### config.mk
export PLATFORM = sky130hd
export DESIGN_NAME = soc_sysid_lat_cnt
export DESIGN_NICKNAME = d
export VERILOG_FILES = /design/src/rtl/soc_sysid_pkg.sv /design/src/rtl/soc_sysid_lat_cnt.sv
export SDC_FILE = /design/constraint.sdc
export NUM_CORES = 1
export LEC_CHECK = 0
export BUFFER_PORTS_ARGS = -buffer_cell sky130_fd_sc_hd__buf_4
export CAP_MARGIN = 30
export CORE_AREA = 2 2 39 41
export DETAILED_ROUTE_END_ITERATION = 16
export DIE_AREA = 0 0 41 43
export HOLD_SLACK_MARGIN = 0.08
export PLACE_DENSITY = 0.3
export SLEW_MARGIN = 20
export SYNTH_ARGS = -nofsm -noshare
export SYNTH_HDL_FRONTEND = slang
export SYNTH_SLANG_ARGS = --single-unit
### constraint.sdc
create_clock -name clock -period 2.34 [get_ports clock]
set_clock_uncertainty 0.05 [all_clocks]
set_input_delay 0.468 -clock clock [delete_from_list [all_inputs] [get_ports clock]]
set_output_delay 0.468 -clock clock [all_outputs]
set_load 0.1 [all_outputs]
### src/rtl/soc_sysid_pkg.sv
// Shared definitions for the sysid checker: FSM state encoding, the
// Avalon address constants, and the bus and counter widths.
package soc_sysid_pkg;

  localparam int unsigned DATA_W  = 32;
  localparam int unsigned RETRY_W = 3;
  localparam int unsigned LAT_W   = 2;

  localparam logic ADDR_ID = 1'b0;
  localparam logic ADDR_TS = 1'b1;

  typedef enum logic [2:0] {
    IDLE    = 3'd0,
    RD_ID   = 3'd1,
    WAIT_ID = 3'd2,
    RD_TS   = 3'd3,
    WAIT_TS = 3'd4,
    CMP     = 3'd5,
    DONE    = 3'd6
  } state_e;

endpackage

### src/rtl/soc_sysid_lat_cnt.sv
// Read-latency down-counter.
//   load     : pulse in the read-strobe cycle; load_val = read latency
//   running  : high while the read data is still outstanding
//   expire_c : high in the cycle the read data is valid on the bus
module soc_sysid_lat_cnt
  import soc_sysid_pkg::*;
(
  input  logic             clock,
  input  logic             reset,
  input  logic             load,
  input  logic [LAT_W-1:0] load_val,
  output logic             running,
  output logic             expire_c
);

  logic [LAT_W-1:0] cnt;

  // A zero latency expires in the load cycle itself and never runs.
  always_ff @(posedge clock) begin
    if (reset) begin
      cnt     <= '0;
      running <= 1'b0;
    end else if (load) begin
      cnt     <= load_val;
      running <= (load_val != '0);
    end else if (running) begin
      cnt     <= cnt - LAT_W'(1);
      running <= (cnt != LAT_W'(1));
    end
  end

  assign expire_c = load ? (load_val == '0) : (running && (cnt == LAT_W'(1)));

endmodule

Yosys cells after proc, flatten, opt, wreduce, memory -nomap -nowiden
Cells that the tools add are included.

Input bits: 5. Bits in writable memories: 0. Bits in latches: 0. Flip-flop bits (word level): 3. ROM bits: 0. Memories kept: 0. Output and inout port bits: 2.

Multiply operators: 0. Shifts and indexed selects: 0. Reduce and logical (&&, ||, !) cells: 4. Multiplexer cells: 5. Magnitude comparators: 0. Div/mod/pow operators: 0. Equality and inequality tests: 2. Bitwise gates (word level): 0. Add/sub/neg operators: 1.

Operators with widths (number): $mux 2 (2); $reduce_bool 2->1 (2); $mux 1 (3); $eq 2x1->1 const B (1); $logic_not 2->1 (1); $ne 2x1->1 const B (1); $sub 2x1->2 const B (1); $logic_and 1x1->1 (1).

Longest topological paths before layout
Gate-level depths: netlist (run 1).

Depth after elaboration: 3. Mapped depth: 4.

Worst setup path after synthesis (run 1)
No wires, ideal clock.

Path type: in2out. Start: input load. End: output expire_c. Arrival time: 2.748 ns. Slack: -0.926 ns. Stages on the path: 2. Cell sequence: inv_1 o31ai_1.

Longest elaborated chain between the ends: 1.

Ends and longest elaborated chain: start, declared (RTL line soc_sysid_lat_cnt.sv:10) `input logic load,`; $mux 1 (RTL line soc_sysid_lat_cnt.sv:32) `assign expire_c = load ? (load_val == '0) : (running && (cnt == LAT_W'(1)));`; end, declared (RTL line soc_sysid_lat_cnt.sv:13) `output logic expire_c`.

Every way passes these cells.

Final worst setup path (run 1)
Start: register cnt[0]. End: output expire_c.

Longest elaborated chain between the ends: 3.

Ends and longest elaborated chain: start, declared (RTL line soc_sysid_lat_cnt.sv:16) `logic [LAT_W-1:0] cnt;`; start signal, assigned (RTL line soc_sysid_lat_cnt.sv:24) `cnt <= load_val;`; start signal, assigned (RTL line soc_sysid_lat_cnt.sv:27) `cnt <= cnt - LAT_W'(1);`; $eq 2x1->1 (RTL line soc_sysid_lat_cnt.sv:32); $logic_and 1x1->1 (RTL line soc_sysid_lat_cnt.sv:32); $mux 1 (RTL line soc_sysid_lat_cnt.sv:32).

Every way passes these cells.

==> impl_metrics.json, run 1 <==
{
  "crit_start": "cnt[0]$_SDFFE_PP0P_",
  "worst_pin_slew_ps": 278,
  "place_congestion": 0.593,
  "rows": 14,
  "boundaryPins": 7,
  "antenna_cells": 0,
  "grt_usage": 0.0680,
  "cts_buffers": 3,
  "cts_tree": "done",
  "min_period_ps": 1810,
  "slew-limit-headroom": 0.816,
  "start_kind": "flop",
  "avgSynthCellArea_um2": 9.42,
  "post-route-util": 0.192,
  "worstPathArrival_ps": 1290,
  "syn_nets": 23,
  "synth-edff-count": 0,
  "r2r-start": "cnt[1]$_SDFFE_PP0P_",
  "syn-cell-area_um2": 160,
  "via_count": 156,
  "clk_pin_slew_worst_paths_ps": 40,
  "wl_per_cell_um": 8.58,
  "r2r_cells": 4,
  "slew_violations": 0,
  "setup_viol": 0,
  "synth_warnings": 0,
  "r2r_slack_ps": 1180,
  "place_hpwl_um": 298,
  "yosysSeqAreaShare": 0.375,
  "post_cts_resized": 0,
  "worstPathRequired_ps": 1820,
  "status": "finished, final reports clean",
  "ys_ff_latch": 3,
  "synth_top_cell_area_share": 0.375,
  "clockBufferDepth": 2,
  "grt_antenna_before_repair": 0,
  "grt_max_degree": 7,
  "fmax_mhz": 552,
  "hold_viol_final": 0,
  "use_met1": 0.0921,
  "synth_ff_type": "dfxtp_1",
  "tns_ps": 0,
  "die_w_um": 41,
  "worstPathMaxFanout": 2,
  "core-area_um2": 1380,
  "hold_path.class": "in2reg",
  "stdcell_area_um2": 265,
  "min_period_over_period": 0.774,
  "met3_usage": 0.0157,
  "crit_type": "reg2out",
  "grt_pass1_wl_um": 683,
  "syn_to_final_growth_pct": 65.6,
  "vdd_ir_drop_max_v": 0.000125,
  "p_leak_nw": 0.107,
  "synth.area.top_cells": "dfxtp_1, a211oi_1, ha_1",
  "finalNetCount": 34,
  "use_met2": 0.0563,
  "ys_types": 12,
  "drt-pass1-iter-count": 1,
  "max_cap_viol_count": 0,
  "min_path_cells": 2,
  "cts_setup_buffers": 0,
  "drive_above_1_share": 0.370,
  "die_h_um": 43,
  "drt_wl_total_um": 369,
  "grt-ovfl-total": 0,
  "synth.most_common_cell": "dfxtp_1",
  "grt-busiest-layer": "met4",
  "clock_sinks": 3,
  "syn_inst": 17,
  "cts_hold_buf": 0,
  "placed_cell_area_um2": 239,
  "powerDensity_nw_per_um2": 719,
  "dr.first_iter.drc_count": 0,
  "rsz0062_at_grt": "false",
  "port_buffers": 6,
  "hold_end": "running$_SDFF_PP0_",
  "ys_async_sr_fraction": 0,
  "cts-root-buf": "clkbuf_4",
  "grt_pass1_vias": 170,
  "clk_latency_ps": 230,
  "final_cell_count_no_fill": 43,
  "synth_top_cell_by_area": "dfxtp_1",
  "ant_nets": 0,
  "synth.cells.most_frequent": "dfxtp_1, a211oi_1, inv_1, nor2b_1",
  "via_per_inst": 3.63,
  "h-tree-depth": 1,
  "min-delay-start": "reset",
  "r2r-end": "running$_SDFF_PP0_",
  "drc": 0,
  "initial_core_util": 0.116,
  "die_area_um2": 1760,
  "nFillCells": 158,
  "endpoint_kind": "primary output",
  "place_inst": 39,
  "p_total_mw": 0.191
}
[worst max path at each step]
stage	endpoint	slack (ps)	depth (start not counted)
final	expire_c	530	4
after global routing	expire_c	440	5
after CTS	expire_c	510	4
after detailed placement	expire_c	630	4
after global placement	expire_c	640	4
after floorplan	expire_c	250	2
[where the power goes]
group | switching [mW] | internal (mW) | leakage, nW
clock | 0.0251 | 0.0638 | 0.0150
sequential | 0.00355 | 0.0556 | 0.0250
combinational | 0.0265 | 0.0161 | 0.0673
[kinds of logic (layout without fill, tap and decap cells)]
logic type      Yosys count  in the layout  share of synthesized area
simple gates              4              4                      0.180
flops                     3              3                      0.375
xor+xnor                  1              1                     0.0547
fa+ha+maj                 1              1                     0.0781
compound gates            5              5                      0.203
buf+inv                   2             12                     0.0469
mux                       1              1                     0.0625
[area by class of cell]
class                   instances  area, um^2  area share
clock buffers                   4        26.3      0.0991
inverters                       2        7.51      0.0283
multi-input cells              12         106       0.401
flip-flops and latches          3        60.1       0.226
well taps                      16        20.0      0.0755
repair buffers                  6        45.0       0.170
[cells in the final DEF (no fill, tap or decap)]
cell      instances
ha_1              1
mux2i_1           1
inv_1             2
nand3b_1          1
a211oi_1          2
or3b_1            1
o31ai_4           1
clkbuf_4          3
clkbuf_1          1
dfxtp_1           3
a21oi_1           1
nor2b_1           2
o21ai_0           1
buf_4             6
xnor2_1           1
[sequential cells by signal, summed over array words and instances, names as in the netlist]
name / count
running: 1
cnt: 2
[through the flow]
| stage | hold slack (ps) | setup slack (ps) |
|---|---|---|
| global route | 365 | 438 |
| floorplan | 469 | 251 |
| global placement | 523 | 644 |
| finish | 362 | 529 |
| CTS | 351 | 506 |
| detailed placement | 512 | 631 |
[worst max-delay path: stages, from the launching register on]
cell and delay, ps:
dfxtp_1 340, ha_1 190, nand3b_1 130, o31ai_4 80
buf_4 320
[layer usage]
metal  vias to the layer above  part of all wire
met2                         7              0.45
met4                         0             0.038
met1                        66              0.46
met3                         2             0.049
li1                         81                 -
met5                         -                 0
No activity file was read; power rests on OpenSTA's default activity.
==> run 2, diff against run 1 <==
==> constraint.sdc (replaced) <==
create_clock -name clock -period 1.7 [get_ports clock]
set_clock_uncertainty 0.05 [all_clocks]
set_input_delay 0.34 -clock clock [delete_from_list [all_inputs] [get_ports clock]]
set_output_delay 0.34 -clock clock [all_outputs]
set_load 0.1 [all_outputs]
==> run 2 against run 1 <==
Net effect:
- combinational power up 40%
- critical path type unchanged
- non-clock buffer count unchanged
- critical endpoint unchanged
- first-iteration DRC count unchanged
==> impl_metrics.json, run 2 (synthesis results as in run 1) <==
{
  "place_congestion": 0.663,
  "setup_viol": 0,
  "rsz0062_at_grt": "false",
  "grt_pass1_vias": 186,
  "drt-pass1-iter-count": 1,
  "top_register": "cnt",
  "via_per_inst": 3.72,
  "via_count": 160,
  "post-route-util": 0.195,
  "status": "finished, final reports clean",
  "core-area_um2": 1380,
  "hold_path.class": "in2reg",
  "grt_max_degree": 7,
  "vdd_ir_drop_max_v": 0.000274,
  "grt_usage": 0.0653,
  "p_leak_nw": 0.108,
  "grt_antenna_before_repair": 0,
  "worst_pin_slew_ps": 278,
  "tns_ps": 0,
  "h-tree-depth": 1,
  "drc": 0,
  "dr.first_iter.drc_count": 0,
  "final_cell_count_no_fill": 43,
  "min_period_over_period": 0.940,
  "reg.largest.list": "cnt x2, running x1",
  "final_cell_mix": "buf_4, clkbuf_4",
  "drt_wl_total_um": 383,
  "wl_per_cell_um": 8.91,
  "cts_hold_buf": 0,
  "syn_to_final_growth_pct": 68.7,
  "clock_sinks": 3,
  "cts-root-buf": "clkbuf_4",
  "layout_commonest_cell": "buf_4",
  "boundaryPins": 7,
  "slew-limit-headroom": 0.816,
  "antenna_cells": 0,
  "worstPathMaxFanout": 2,
  "place_inst": 39,
  "grt_pass1_wl_um": 655,
  "worstPathArrival_ps": 1210,
  "die_w_um": 41,
  "hold_viol_final": 0,
  "drive_above_1_share": 0.407,
  "fmax_mhz": 626,
  "min_period_ps": 1600,
  "max_cap_viol_count": 0,
  "cts_buffers": 3,
  "clk_latency_ps": 230,
  "initial_core_util": 0.116,
  "finalNetCount": 34,
  "port_buffers": 6,
  "crit_type": "reg2out",
  "cts_tree": "done",
  "rows": 14,
  "largest_reg_flops": 2,
  "die_area_um2": 1760,
  "start_kind": "flop",
  "slew_violations": 0,
  "clk_pin_slew_worst_paths_ps": 40,
  "die_h_um": 43,
  "nFillCells": 160,
  "endpoint_kind": "primary output",
  "grt-ovfl-total": 0,
  "worstPathRequired_ps": 1310,
  "powerDensity_nw_per_um2": 985,
  "ant_nets": 0,
  "clockBufferDepth": 2
}
## run 2: cell counts in the layout (fill, tap and decap cells not counted)
No cell type changed its count.
## run 2: critical path: stages, from the launching register on
cell	delay, ps
dfxtp_1	340
ha_1	170
nand3b_1	130
o31ai_4	80
buf_6	250
## run 2: cell type report
class                           instances  area, um^2  area share
Clock buffer                            4        26.3      0.0972
Inverter                                2        7.51      0.0278
Multi-Input combinational cell         12         106       0.394
Sequential cell                         3        61.3       0.227
Tap cell                               16        20.0      0.0741
Timing Repair Buffer                    6        48.8       0.181
## run 2: report_power, final
part	total (mW)	switching (mW)	internal (mW)
Combinational	0.0597	0.0369	0.0228
Clock	0.125	0.0371	0.0880
Sequential	0.0815	0.00458	0.0769
## run 2: repair_timing
item / CTS / global route
setup endpoints to repair: 0 / 1
setup buffers: 0 / 0
resized for setup: 0 / 1
## run 2: stage by stage
| step | cell area (um^2) | power (mW) | hold WS [ps] | setup WS (ps) |
|---|---|---|---|---|
| 2_1_floorplan | 175 | 0.122 | 352 | 80.7 |
| 3_3_place_gp | 240 | 0.142 | 467 | 250 |
| 6_report | 270 | 0.266 | 224 | 102 |
| 5_1_grt | 270 | 0.285 | 222 | 39.3 |
| 4_1_cts | 267 | 0.273 | 216 | 19.6 |
| 3_5_place_dp | 240 | 0.142 | 466 | 239 |
## run 2: path summary, 6_finish.rpt
kind                               to  cells past startpoint  slack, ps                 from
setup / recovery             expire_c                      4        100  cnt[0]$_SDFFE_PP0P_
hold / removal     running$_SDFF_PP0_                      2        220                reset
setup reg to reg   running$_SDFF_PP0_                      4        540  cnt[1]$_SDFFE_PP0P_
hold reg to reg   cnt[1]$_SDFFE_PP0P_                      2        520  cnt[1]$_SDFFE_PP0P_
## run 2: metal layers
metal	GRT usage	routed length, um	vias to the layer above
met3	0.0314	17	2
met4	0.100	14	0
li1	-	-	82
met5	0	0	-
met2	0.0875	200	5
met1	0.0514	150	71
